### src/rtl/oscu_readout_if.sv
`default_nettype none
// ============================================================================
// Module      : oscu_readout_if
// Description : Buffer-read and sample-stream signals of the OSCU readout.
// Revision    : 1.0 - initial release
// ============================================================================
interface oscu_readout_if #(
    parameter int ADDR_W = 7,
    parameter int DATA_W = 8
);
    logic              mem_ren;
    logic [ADDR_W-1:0] mem_raddr;
    logic [DATA_W-1:0] mem_rdata;
    logic [DATA_W-1:0] out_data;
    logic              out_valid;
    logic              out_ready;
    logic              out_last;

    modport master (
        output mem_ren, mem_raddr, out_data, out_valid, out_last,
        input  mem_rdata, out_ready
    );

    modport slave (
        input  mem_ren, mem_raddr, out_data, out_valid, out_last,
        output mem_rdata, out_ready
    );
endinterface
`default_nettype wire

### src/rtl/oscu_readout.sv
`default_nettype none
// ============================================================================
// Module      : oscu_readout
// Description : Streams the OSCU circular capture buffer out, oldest first,
//               through a 2-entry skid FIFO behind a 1-cycle-latency RAM.
// Revision    : 1.0 - initial release
// ============================================================================
module oscu_readout #(
    parameter int ADDR_W = 7,
    parameter int DATA_W = 8
) (
    input  wire logic              clk,
    input  wire logic              rst,
    input  wire logic              start,
    input  wire logic              abort,
    input  wire logic [ADDR_W-1:0] start_addr,
    input  wire logic [ADDR_W-1:0] last_addr,
    oscu_readout_if.master         bus,
    output logic                   busy,
    output logic                   done
);
    typedef enum logic [1:0] {
        S_IDLE  = 2'd0,
        S_RUN   = 2'd1,
        S_DRAIN = 2'd2
    } state_t;

    localparam logic [ADDR_W-1:0] c_addr_one = {{(ADDR_W-1){1'b0}}, 1'b1};
    localparam logic [ADDR_W:0]   c_cnt_one  = {{ADDR_W{1'b0}}, 1'b1};

    state_t            r_state;
    state_t            w_state_nxt;
    logic [ADDR_W-1:0] r_last_addr;
    logic [ADDR_W-1:0] r_ptr;
    logic [ADDR_W:0]   r_issue_cnt;
    logic [ADDR_W:0]   r_send_cnt;
    logic              r_inflight;
    logic [DATA_W-1:0] r_fifo_mem [0:1];
    logic              r_wptr;
    logic              r_rptr;
    logic [1:0]        r_count;
    logic              r_done;

    logic              w_pop;
    logic              w_push;
    logic [2:0]        w_occ;
    logic              w_ren;
    logic              w_start;
    logic              w_finish;
    logic              w_valid;

    assign w_valid  = (r_count != 2'd0);
    assign w_pop    = w_valid && bus.out_ready;
    assign w_push   = r_inflight;
    // Entries held plus the read returning next cycle, less what leaves now.
    assign w_occ    = 3'(r_count) + 3'(r_inflight) - 3'(w_pop);
    assign w_ren    = (r_state == S_RUN) && (r_issue_cnt != '0) && (w_occ < 3'd2);
    assign w_start  = (r_state == S_IDLE) && start && !abort;
    assign w_finish = w_pop && bus.out_last;

    assign bus.mem_ren   = w_ren;
    assign bus.mem_raddr = w_ren ? r_ptr : '0;
    assign bus.out_valid = w_valid;
    assign bus.out_data  = w_valid ? r_fifo_mem[r_rptr] : '0;
    assign bus.out_last  = w_valid && (r_send_cnt == c_cnt_one);
    assign busy          = (r_state != S_IDLE);
    assign done          = r_done;

    always_comb begin
        w_state_nxt = r_state;
        if (abort) begin
            w_state_nxt = S_IDLE;
        end else begin
            case (r_state)
                S_IDLE:  if (start) w_state_nxt = S_RUN;
                S_RUN:   if (w_ren && r_issue_cnt == c_cnt_one) w_state_nxt = S_DRAIN;
                S_DRAIN: if (w_finish) w_state_nxt = S_IDLE;
                default: w_state_nxt = S_IDLE;
            endcase
        end
    end

    always_ff @(posedge clk) begin
        if (rst) begin
            r_state     <= S_IDLE;
            r_last_addr <= '0;
            r_ptr       <= '0;
            r_issue_cnt <= '0;
            r_send_cnt  <= '0;
            r_inflight  <= 1'b0;
            r_wptr      <= 1'b0;
            r_rptr      <= 1'b0;
            r_count     <= 2'd0;
            r_done      <= 1'b0;
        end else begin
            r_state <= w_state_nxt;
            r_done  <= w_finish && !abort;
            if (abort) begin
                r_inflight <= 1'b0;
                r_wptr     <= 1'b0;
                r_rptr     <= 1'b0;
                r_count    <= 2'd0;
            end else begin
                r_inflight <= w_ren;
                if (w_start) begin
                    r_last_addr <= last_addr;
                    r_ptr       <= (start_addr > last_addr) ? '0 : start_addr;
                    r_issue_cnt <= {1'b0, last_addr} + c_cnt_one;
                    r_send_cnt  <= {1'b0, last_addr} + c_cnt_one;
                end
                if (w_ren) begin
                    r_ptr       <= (r_ptr == r_last_addr) ? '0 : r_ptr + c_addr_one;
                    r_issue_cnt <= r_issue_cnt - c_cnt_one;
                end
                if (w_pop) begin
                    r_send_cnt <= r_send_cnt - c_cnt_one;
                    r_rptr     <= ~r_rptr;
                end
                if (w_push) begin
                    r_wptr <= ~r_wptr;
                end
                r_count <= r_count + 2'(w_push) - 2'(w_pop);
            end
        end
    end

    always_ff @(posedge clk) begin
        if (w_push) begin
            r_fifo_mem[r_wptr] <= bus.mem_rdata;
        end
    end

    a_no_overflow : assert property (@(posedge clk) disable iff (rst)
        !(w_push && !w_pop && r_count == 2'd2));

endmodule
`default_nettype wire

### src/flat_wrapper.sv
// flat-port wrapper written by rule: the top's interface ports become plain ports
module oscu_readout_flat 
#(
    parameter int ADDR_W = 7,
    parameter int DATA_W = 8
)
  (clk, rst, start, abort, start_addr, last_addr, busy, done, bus_mem_ren, bus_mem_raddr, bus_out_data, bus_out_valid, bus_out_last, bus_mem_rdata, bus_out_ready);
  oscu_readout_if #(.ADDR_W(ADDR_W), .DATA_W(DATA_W)) bus_i ();
  input  wire logic clk;
  input  wire logic rst;
  input  wire logic start;
  input  wire logic abort;
  input  wire logic [ADDR_W-1:0] start_addr;
  input  wire logic [ADDR_W-1:0] last_addr;
  output logic busy;
  output logic done;
  output wire logic [$bits(bus_i.mem_ren)-1:0] bus_mem_ren;
  output wire logic [$bits(bus_i.mem_raddr)-1:0] bus_mem_raddr;
  output wire logic [$bits(bus_i.out_data)-1:0] bus_out_data;
  output wire logic [$bits(bus_i.out_valid)-1:0] bus_out_valid;
  output wire logic [$bits(bus_i.out_last)-1:0] bus_out_last;
  input wire logic [$bits(bus_i.mem_rdata)-1:0] bus_mem_rdata;
  input wire logic [$bits(bus_i.out_ready)-1:0] bus_out_ready;
  assign bus_mem_ren = bus_i.mem_ren;
  assign bus_mem_raddr = bus_i.mem_raddr;
  assign bus_out_data = bus_i.out_data;
  assign bus_out_valid = bus_i.out_valid;
  assign bus_out_last = bus_i.out_last;
  assign bus_i.mem_rdata = bus_mem_rdata;
  assign bus_i.out_ready = bus_out_ready;
  oscu_readout #(.ADDR_W(ADDR_W), .DATA_W(DATA_W)) u_core (.clk(clk), .rst(rst), .start(start), .abort(abort), .start_addr(start_addr), .last_addr(last_addr), .bus(bus_i), .busy(busy), .done(done));
endmodule
### config.mk
export PLATFORM = sky130hd
export DESIGN_NAME = oscu_readout_flat
export DESIGN_NICKNAME = d
export VERILOG_FILES = /design/src/rtl/oscu_readout_if.sv /design/src/rtl/oscu_readout.sv /design/src/flat_wrapper.sv
export SDC_FILE = /design/constraint.sdc
export NUM_CORES = 1
export LEC_CHECK = 0
export BUFFER_PORTS_ARGS = -buffer_cell sky130_fd_sc_hd__buf_4
export CELL_PAD_IN_SITES_DETAIL_PLACEMENT = 0
export CELL_PAD_IN_SITES_GLOBAL_PLACEMENT = 1
export CORE_ASPECT_RATIO = 1.2
export CORE_MARGIN = 4
export CORE_UTILIZATION = 46
export DETAILED_ROUTE_END_ITERATION = 7
export PLACE_DENSITY = 0.85
export REMOVE_ABC_BUFFERS = 1
export SETUP_SLACK_MARGIN = 0.5
export SKIP_LAST_GASP = 1
export SLEW_MARGIN = 30
export SYNTH_ARGS = -nofsm -noshare
export SYNTH_HDL_FRONTEND = slang
export SYNTH_SLANG_ARGS = --single-unit
### constraint.sdc
create_clock -name clk -period 4.8 [get_ports clk]
set_input_delay 0.24 -clock clk [delete_from_list [all_inputs] [get_ports clk]]
set_output_delay 0.24 -clock clk [all_outputs]
set_load 0.01 [all_outputs]
==> run_results.csv <==
group,metric,value,unit
logic_synthesis,ys_seq_area_share,40.3,%
min_path,holdPathStages,1,
setup_path,worst_setup_path_end_kind,"output port",
logic_synthesis,synthArstFlopShare,0,%
global_route,gr-usage-met3,3.71,%
global_route,globalRouteMet1Util,22.2,%
clock_network,clock_insertion_delay_worst_skew,300,ps
min_path,hp-class,"primary input to flop",
routing,detail_route.wl_per_cell,15.3,µm
sta,finalSetupViolations,0,
clock_network,cts.hold.buffers_added,0,
sta,final_report_max_slew_violation_count,0,
status,status,"finished clean",
global_route,wire_length_of_the_first_global_routing_pass,12.1,mm
setup_path,timing.rr.end,"u_core.r_ptr[4]",
floorplan,die_y,98.3,µm
final_layout,flow.area_growth_from_synthesis,15.0,%
clock_network,cts_buffers,5,
floorplan,dieArea,8190,µm²
logic_synthesis,synth_xor_xnor_area_share,4.48,%
logic_synthesis,avgSynthCellArea,8.76,µm²
floorplan,placement_rows,32,
floorplan,boundaryPins,47,
clock_network,cts_tree,"done",
sta,finalSetupTns,0,ps
global_route,track_usage,18.1,%
setup_path,setup.reg_to_reg.worst_slack,1350,ps
global_route,global_route.usage.met2,31.0,%
routing,drc,0,
setup_path,critical_path_class,"flop to output port",
logic_synthesis,post_synth_main_area_contributors,"dfxtp_1, edfxtp_1, ha_1",
logic_synthesis,count_of_flip_flops_with_a_built_in_enable_after_synthesis,16,
routing,detail_route.first_pass.iterations,4,
final_layout,layout.cells.most_common_list,"buf_4, nor2_1, dfxtp_1",
clock_network,number_of_setup_buffers_added_after_cts,0,
power,cellLeakagePower,1.37,nW
final_layout,layout_commonest_cell,"buf_4",
sta,finalHoldViolations,0,
sta,worst_pin_slew,642,ps
logic_synthesis,dominant_combinational_cell_family_by_area_after_synthesis,"simple AND/OR/NAND/NOR gates",
sta,rsz0062_at_grt,"no",
final_layout,layout.cells.non_filler,480,
sta,clock.fmax,279,MHz
setup_path,worstReg2RegStart,"u_core.r_count[1]",
sta,worst_clock_skew,9.45,ps
global_route,globalRouteOverflowTotal,0,
setup_path,worstPathMaxFanout,24,
logic_synthesis,synth_compound_area_share,18.3,%
power,power.density_cell_area,264,nW/µm²
logic_synthesis,mappedNetlistArea,3130,µm²
power,ir_drop,0.000164,V
global_route,grt_max_degree,32,
routing,drtAntennaViolNets,0,
setup_path,crit_required,4560,ps
power,design_power_total,948,µW
setup_path,worst_ep_arrival_time,3340,ps
final_layout,final_net_count,436,
logic_synthesis,synth_top_area_share,25.0,%
setup_path,setup.worst_path.start_class,"flop",
placement,place_hpwl,5.52,mm
floorplan,core,6530,µm²
placement,dp.cells,472,
floorplan,floorplan.initialDensity,47.9,%
min_path,hp-start,"bus_mem_rdata[1]",
clock_network,number_of_sinks_on_the_clock_net,55,
setup_path,critical_path.startpoint,"u_core.r_count[1]",
sta,layout_worst_path_cycle_share,74.7,%
logic_synthesis,post_synth_num_cell_types,54,
logic_synthesis,postSynthRegisterBits,55,
logic_synthesis,adder_cell_fraction_of_synth_area,6.24,%
min_path,min_to,"u_core.r_fifo_mem[1][1]",
final_layout,antennaDiodeCount,0,
global_route,first_global_vias,2471,
logic_synthesis,yosysWarningCount,0,
floorplan,floorplan.die.width,83.3,µm
routing,routed_wl,7.33,mm
clock_network,max-clock-path-buffers,2,
run,maxCapViolations,0,
clock_network,root_buffer_selected_by_cts,"clkbuf_8",
logic_synthesis,synthDominantAreaCellType,"dfxtp_1",
sta,slew_headroom,57.1,%
final_layout,fillCellCount,627,
routing,vias,2654,
logic_synthesis,synth_ff_type,"dfxtp_1",
logic_synthesis,yosys-mux-area-fraction,2.88,%
clock_network,clk_pin_slew_worst_paths,100,ps
logic_synthesis,synth_simple_gate_area_share,22.9,%
placement,weighted_congestion_at_the_end_of_routability_driven_global_placement,0.849,
logic_synthesis,syn_inst,357,
global_route,antenna_found_initial,0,
clock_network,cts-htree-levels,2,
final_layout,drive_above_1_share,18.7,%
setup_path,ff2ff_path_depth,10,
sta,period_needed,3580,ps
routing,first_iter_violations,217,
routing,viasPerCell,5.53,
placement,buffers_added_on_ports,46,
global_route,global_routing_s_busiest_layer,"met2",
clock_network,postCtsResizedCells,0,
## worst max-delay path, stage by stage (launching register included)
cell and delay [ps]:
dfxtp_1 440, o21a_1 440, nand2b_1 160, nand2_1 90, ha_1 160, fa_1 430, or3b_1 410, a211o_4 420
inv_4 210, and2_1 160, buf_4 120
## metal layers
metal  share of wire [%]  wire (µm)  vias to the layer above
li1                    -          -                     1335
met1                  43       3150                     1228
met2                  50       3640                       78
met3                 4.6        339                       13
met4                 2.6        193                        0
met5                   0          0                        -
## kinds of logic (layout without fill, tap and decap cells)
logic type | Yosys count | count (layout)
compound gates | 82 | 82
fa+ha+maj | 15 | 15
mux | 9 | 9
simple gates | 145 | 145
buf+inv | 35 | 73
xor+xnor | 16 | 16
flops | 55 | 55
## area by class of cell
cell class | instances | area [µm²] | share of cell area, %
Clock buffer | 5 | 68.8 | 1.91
Timing Repair Buffer | 46 | 345 | 9.60
Inverter | 19 | 73.8 | 2.05
Clock inverter | 3 | 20.0 | 0.557
Sequential cell | 55 | 1260 | 35.1
Tap cell | 85 | 106 | 2.96
Multi-Input combinational cell | 267 | 1720 | 47.8
## flip-flops by register name, indices dropped and copies added, names as in the netlist, named ones only
| name | flops |
|---|---|
| u_core.r_state | 2 |
| u_core.r_last_addr | 7 |
| u_core.r_send_cnt | 8 |
| u_core.r_count | 2 |
| u_core.done | 1 |
| u_core.r_fifo_mem | 16 |
| u_core.r_issue_cnt | 8 |
| u_core.r_inflight | 1 |
| u_core.r_rptr | 1 |
| u_core.r_wptr | 1 |
| u_core.r_ptr | 7 |
## synth_stat cells (all sizes together) (6+ instances only)
cell type and number:
clkbuf 9, o21ai 24, ha 14, nor3 14
buf 7, a211oi 7, nor2 43, and2 9
edfxtp 16, nor4 6, a21oi 30, nand2 36
mux2i 9, xor2 7, inv 19, dfxtp 39
xnor2 9, nand3 11
## worst max-delay path by stage
stage | to | slack [ps] | cells past startpoint
2_1_floorplan | u_core.r_issue_cnt[0] | 1630 | 10
3_3_place_gp | u_core.r_issue_cnt[0] | 1300 | 10
3_5_place_dp | u_core.r_ptr[4] | 1140 | 10
4_1_cts | bus_mem_raddr[6] | 980 | 10
5_1_grt | bus_mem_raddr[6] | 980 | 10
6_report | bus_mem_raddr[6] | 1220 | 10
## stage by stage
stage               instance area [µm²]  hold slack (ps)  util, %  worst slack [ps]
floorplan                          3050              305        -              1630
global placement                   3500              425     53.6              1300
detailed placement                 3500              429     53.6              1140
CTS                                3590              110     55.0               979
global route                       3600              100     55.1               980
finish                             3600              114     55.1              1220
## power breakdown
part	leakage, nW	internal, mW	switching [mW]
registers	0.462	0.495	0.0234
clock network	0.0418	0.102	0.147
logic	0.867	0.0757	0.104
total	1.37	0.673	0.275
(Power assumes the default switching activity.)
